==> config.mk <==
export PLATFORM = sky130hd
export DESIGN_NAME = fetch_stage
export DESIGN_NICKNAME = d
export VERILOG_FILES = /design/src/rtl/fetch_stage.sv
export SDC_FILE = /design/constraint.sdc
export NUM_CORES = 1
export LEC_CHECK = 0
export BUFFER_PORTS_ARGS = -buffer_cell sky130_fd_sc_hd__buf_2
export CAP_MARGIN = 30
export CORE_MARGIN = 1
export CORE_UTILIZATION = 49
export DETAILED_ROUTE_END_ITERATION = 10
export HOLD_SLACK_MARGIN = 0.08
export MAX_ROUTING_LAYER = met4
export PLACE_DENSITY_LB_ADDON = 0.08
export SYNTH_ARGS = -nofsm -noshare
export SYNTH_HDL_FRONTEND = slang
export SYNTH_SLANG_ARGS = --single-unit
==> constraint.sdc <==
create_clock -name clk -period 2 [get_ports clk]
set_input_delay 0.2 -clock clk [delete_from_list [all_inputs] [get_ports clk]]
set_output_delay 0.2 -clock clk [all_outputs]
set_load 0.005 [all_outputs]
==> src/rtl/fetch_stage.sv <==
// fetch_stage: IF stage holding the PC, fetching over a req/ack handshake into the IF/ID register,
// with a one-entry skid buffer for ID stalls and branch redirect/flush of in-flight fetches.
module fetch_stage #(
    parameter int PC_W = 8,
    parameter int INSTR_W = 8,
    parameter logic [PC_W-1:0] RESET_PC = '0
) (
    input  logic               clk,
    input  logic               rst,
    input  logic               stall,
    input  logic               redirect,
    input  logic [PC_W-1:0]    redirect_pc,
    output logic               imem_req,
    output logic [PC_W-1:0]    imem_addr,
    input  logic               imem_ack,
    input  logic [INSTR_W-1:0] imem_rdata,
    output logic               if_id_valid,
    output logic [INSTR_W-1:0] if_id_instr,
    output logic [PC_W-1:0]    if_id_pc,
    output logic [2:0]         if_id_aux
);
    typedef enum logic [1:0] {REQ, SKID, DROP} state_t;
    state_t state;
    logic [PC_W-1:0] pc, req_addr, skid_pc;
    logic [INSTR_W-1:0] skid_instr;
    // request is withdrawn while reset is held so memory sees the handshake abandoned
    assign imem_req = !rst && state != SKID;
    assign imem_addr = state == DROP ? req_addr : pc;
    assign if_id_aux = if_id_instr[2:0];
    always_ff @(posedge clk or posedge rst) begin
        if (rst) begin
            state <= REQ;
            pc <= RESET_PC;
            req_addr <= RESET_PC;
            skid_pc <= '0;
            skid_instr <= '0;
            if_id_valid <= 1'b0;
            if_id_instr <= '0;
            if_id_pc <= '0;
        end else if (redirect) begin
            pc <= redirect_pc;
            if_id_valid <= 1'b0;
            skid_pc <= '0;
            skid_instr <= '0;
            // an unanswered request must still complete; its word is thrown away in DROP
            if (state != SKID && !imem_ack) begin
                state <= DROP;
                req_addr <= imem_addr;
            end else begin
                state <= REQ;
            end
        end else begin
            case (state)
                REQ: begin
                    if (imem_ack) begin
                        pc <= pc + 1'b1;
                        if (stall && if_id_valid) begin
                            skid_instr <= imem_rdata;
                            skid_pc <= pc;
                            state <= SKID;
                        end else begin
                            if_id_instr <= imem_rdata;
                            if_id_pc <= pc;
                            if_id_valid <= 1'b1;
                        end
                    end else if (!stall) begin
                        if_id_valid <= 1'b0;
                    end
                end
                SKID: begin
                    if (!stall) begin
                        if_id_instr <= skid_instr;
                        if_id_pc <= skid_pc;
                        if_id_valid <= 1'b1;
                        state <= REQ;
                    end
                end
                DROP: begin
                    if (imem_ack) state <= REQ;
                end
                default: state <= REQ;
            endcase
        end
    end
endmodule

# Word level (Yosys, flattened, before mapping)
# Cells that the tools add are included.
# W data, S select, Z words.
[totals]
word_cells = 72
register_bits = 51
in_bits = 21
output_inout_bits = 29
[op_classes]
n_reduce_logical = 17
mux = 33
n_eq_ne = 12
n_bitwise = 1
add_sub_neg = 1
[ops]
columns = ["cell", "count"]
rows = [
  ["$mux W8", 18],
  ["$pmux W8 S2", 2],
  ["$mux W2", 6],
  ["$ne A3 B3 Y1 const B", 4],
  ["$add A8 B1 Y8 const B", 1],
  ["$ne A4 B4 Y1 const B", 2],
  ["$reduce_and A4 Y1", 2],
  ["$reduce_bool A2 Y1", 4],
  ["$ne A2 B2 Y1 const B", 3],
  ["$pmux W2 S3", 1],
  ["$mux W1", 5],
  ["$reduce_and A5 Y1", 1],
  ["$reduce_and A2 Y1", 2],
  ["$logic_and A1 B1 Y1", 3],
  ["$reduce_and A3 Y1", 1],
  ["$reduce_bool A3 Y1", 1],
  ["$eq A2 B1 Y1 const B", 1],
  ["$eq A2 B2 Y1 const B", 1],
  ["$logic_not A1 Y1", 2],
  ["$logic_not A2 Y1", 1],
  ["$ne A2 B1 Y1 const B", 1],
  ["$pmux W1 S2", 1],
  ["$not A1 Y1", 1],
]

# Logic depth before layout (Yosys ltp)
[logic_depth]
word_depth = 5
ltp_mapped = 6
ltp_nobuf = 4

# Worst setup path before layout
# No wires, ideal clock.
[synth_timing]
kind = "reg2reg"
from = "reg state[1]"
to = "reg if_id_instr[0]"
required_ns = 1.875
path_buffers = 3
path_stages_with_launch = 7
setup_time_ns = 0.125
arrival_time_ns = 1.775
setup_slack_ns = 0.101
synth_period_minus_slack_ns = 1.899
cell_sequence = "dfrtp_1 > buf_2 > nor2b_1 > buf_2 > buf_1 > mux2_2 > mux2_2"
[synth_between]
elab_chain_len = 3
elab_cells_between_ends = 8
classes_between = "eq/ne: 4; mux: 1; reduce/logical: 3"
[synth_rtl]
columns = ["element", "line", "rtl"]
rows = [
  ["from (decl)", "23", "state_t state;"],
  ["from (signal assigned)", "32", "state <= REQ;"],
  ["from (signal assigned)", "47", "state <= DROP;"],
  ["from (signal assigned)", "50", "state <= REQ;"],
  ["$eq A2 B1 Y1 / $logic_not A2 Y1 (equally long branches)", "53", "case (state)"],
  ["$ne A2 B2 Y1 (no line) / $reduce_bool A2 Y1 (equally long branches)", "-", ""],
  ["$reduce_and A5 Y1 (no line)", "-", ""],
  ["to (signal assigned)", "62", "if_id_instr <= imem_rdata;"],
  ["to (signal assigned)", "72", "if_id_instr <= skid_instr;"],
  ["to (decl)", "18", "output logic [INSTR_W-1:0] if_id_instr,"],
]
# Parallel ways exist; a longest one is shown, timed or not.
# A chain may end at the register's enable or synchronous reset.

# Worst setup path in the final report
[layout_timing]
from = "reg state[0]"
to = "out imem_addr[7]"
[layout_between]
elab_chain_len = 2
[layout_rtl]
columns = ["element", "line", "rtl"]
rows = [
  ["$eq A2 B2 Y1", "28", "assign imem_addr = state == DROP ? req_addr : pc;"],
  ["$mux W8", "28", ""],
  ["to (decl)", "14", "output logic [PC_W-1:0] imem_addr,"],
]
# No other way between the ends.

==> impl_metrics.json <==
{
  "outcome": "finished, final reports clean",
  "place_area_sq_mm": 0.00285,
  "cts_root_buf": "clkbuf_8",
  "yosys.area.top_type": "dfrtp_1",
  "firstDrtPassIters": 4,
  "met3WireLength_um": 152,
  "dpl.hpwl_um": 3790,
  "cts.reportedPaths.clkPinSlew_ps": 90,
  "cts.sinks": 51,
  "ctsHoldBuffers": 1,
  "antenna_left": 0,
  "syn-num-nets": 218,
  "cp-end-kind": "output port",
  "fin_ws_ps": 183,
  "final_area_sq_mm": 0.00295,
  "cpMaxStageDelayCell": "dfrtp_1",
  "die_x_um": 73.1,
  "ys_top_cells_by_area": "dfrtp_1 (52%), mux2_2 (23%), a22o_1 (5.0%)",
  "cts_resized": 0,
  "syn_to_final_growth_pct": 19.2,
  "nNetsFinal": 273,
  "drc_errors": 0,
  "grt_pass1_wl_um": 8830,
  "powerDensity_mw_per_mm2": 832,
  "path_buf_inv": 2,
  "hold_viol_final": 0,
  "hold_depth": 3,
  "highest_layer": "met4",
  "antenna_found_initial": 0,
  "vias_per_cell": 5.50,
  "async_flop_share": 1.00,
  "vias": 1754,
  "portBuffers": 49,
  "max_cap_violations": 0,
  "wl_met1_um": 2330,
  "synth_top_cell_area_share": 0.515,
  "worst_slew_pin_slew_ps": 522,
  "startpoint_type": "register",
  "cellLeakagePower_nw": 1.35,
  "gp_congestion": 0.810,
  "die_area_sq_mm": 0.00534,
  "synth-edff-count": 0,
  "hp-class": "in2reg",
  "rsz0062_at_grt": "no",
  "synth.ff_latch_count": 51,
  "ys_top_cells_by_count": "dfrtp_1 (51), mux2_2 (50), a22o_1 (14), nand2_1 (10), buf_2 (7)",
  "path_cells": "nand2b_1, buf_4, mux2_2, buf_2",
  "worst-endpoint-arrival_ps": 1620,
  "route.met2.wl_um": 2740,
  "clock_latency_ps": 300,
  "ir_drop_mv": 0.472,
  "overflow": 0,
  "syn_area_per_cell_sq_um": 12.6,
  "clk_path_buf_depth": 2,
  "drt_iter0_markers": 108,
  "core_sq_mm": 0.00479,
  "fillCellCount": 419,
  "grtUsageTotal": 0.226,
  "min_to": "pc[4]$_DFFE_PP0P_",
  "cts_max_level": 2,
  "min-delay-start": "redirect_pc[4]",
  "ys_warn_count": 0,
  "synth.cell_area_sq_mm": 0.00248,
  "cts_setup_buffers": 0,
  "ff2ff_path_depth": 3,
  "wl_um": 5280,
  "ios": 50,
  "cpPeakStageDelay_ps": 490,
  "rrSetupSlack_ps": 210,
  "setup_viol": 0,
  "start_util": 0.517,
  "critPathRequiredTime_ps": 1800,
  "relSlewSlack": 0.651,
  "synth_ff_type": "dfrtp_1",
  "cp-startpoint": "state[0]$_DFFE_PP0P_",
  "synth.distinct_cells": 36,
  "die_y_um": 73.1,
  "critPathKind": "reg2out",
  "post-route-min-period_ps": 1820,
  "fin_setup_tns_ps": 0,
  "cts_made_buffers": 5,
  "cp_top_family": "flip-flops",
  "instances_no_fill": 319,
  "wire_per_inst_um": 16.5,
  "cts_tree": "done",
  "dp.cells": 310,
  "ys_seq_area_frac": 0.515,
  "fin_crit_sh": 0.909,
  "grt_pass1_vias": 1822,
  "synth.most_common_cell": "dfrtp_1",
  "reg2reg_to": "pc[5]$_DFFE_PP0P_",
  "fmax_ghz": 0.550,
  "hold_ws_ps": 101,
  "skew_ps": 4.80,
  "drive_gt1_frac": 0.520,
  "cp_max_fo": 10,
  "drv_slew": 0,
  "r2r-start": "state[0]$_DFFE_PP0P_",
  "diodes": 0,
  "dp_slack_ps": 240,
  "rows": 25,
  "grt_max_degree": 30,
  "syn_inst": 196
}
[registers in the layout, summed over array words and instances (netlist names)]
signal and cells:
if_id_pc 8, if_id_valid 1, pc 8, state 2, skid_instr 8, req_addr 8
if_id_instr 8, skid_pc 8
[placed cells by master (no fill, tap or decap), types with 2 or more instances in the layout]
| master | count |
|---|---|
| a21oi_1 | 3 |
| a22o_1 | 14 |
| a31oi_1 | 2 |
| buf_2 | 49 |
| buf_4 | 14 |
| clkbuf_8 | 5 |
| clkinv_2 | 2 |
| dfrtp_1 | 51 |
| inv_1 | 2 |
| mux2_2 | 50 |
| nand2_1 | 10 |
| nand3_1 | 6 |
| nor2_1 | 3 |
| nor2b_1 | 3 |
| nor3b_1 | 2 |
| nor4b_4 | 2 |
| o21ai_0 | 6 |
| o31ai_1 | 2 |
| or4_1 | 3 |
| or4b_2 | 2 |
| xnor2_1 | 2 |
[metal layers]
layer,GRT usage,vias up
met4,0.0719,0
met1,0.292,883
met3,0.0331,7
li1,-,826
met2,0.366,38
met5,-,-
[stage by stage]
| stage | util | power (mW) |
|---|---|---|
| floorplan | - | 1.64 |
| global placement | 0.596 | 1.85 |
| detailed placement | 0.596 | 1.89 |
| CTS | 0.617 | 2.49 |
| global route | 0.617 | 2.61 |
| finish | 0.617 | 2.45 |
[kinds of logic (layout without fill, tap and decap cells)]
family / after synthesis / after routing / synth area share
AOI/OAI and AO/OA: 32 / 32 / 0.0955
xor gates and xnor gates: 2 / 2 / 0.00708
adders and majority gates: 1 / 1 / 0.00505
buffers and inverters: 20 / 76 / 0.0399
DFF: 51 / 51 / 0.515
muxes: 51 / 51 / 0.231
and+or+nand+nor: 39 / 39 / 0.106
[layout make-up]
class                      instances  area, sq um  area share
sequential                        51         1280       0.432
clock inverter                     3         18.8     0.00636
clock buffer                       5         68.8      0.0233
multi-input combinational        125         1110       0.377
inverter                           3         11.3     0.00382
tap                               67         83.8      0.0284
timing repair buffer              65          380       0.129
[worst max path at each step]
stage          depth (start not counted)                          to  slack (ps)
6_report                               4                imem_addr[7]         180
5_1_grt                                4                imem_addr[0]          70
4_1_cts                                4                imem_addr[7]         170
3_5_place_dp                           3           pc[5]$_DFFE_PP0P_         240
3_3_place_gp                           3           pc[5]$_DFFE_PP0P_         260
2_1_floorplan                          6  if_id_instr[0]$_DFFE_PP0P_         100
[power by group]
group	switching [mW]	leakage [nW]	internal (mW)
Sequential	0.104	0.639	1.19
Combinational	0.242	0.662	0.329
Clock	0.344	0.0483	0.247
[tightest hold or removal path: stages]
cell	delay (ps)
buf_2	70
nand2_1	40
nand3_1	50
(Power assumes the default switching activity.)
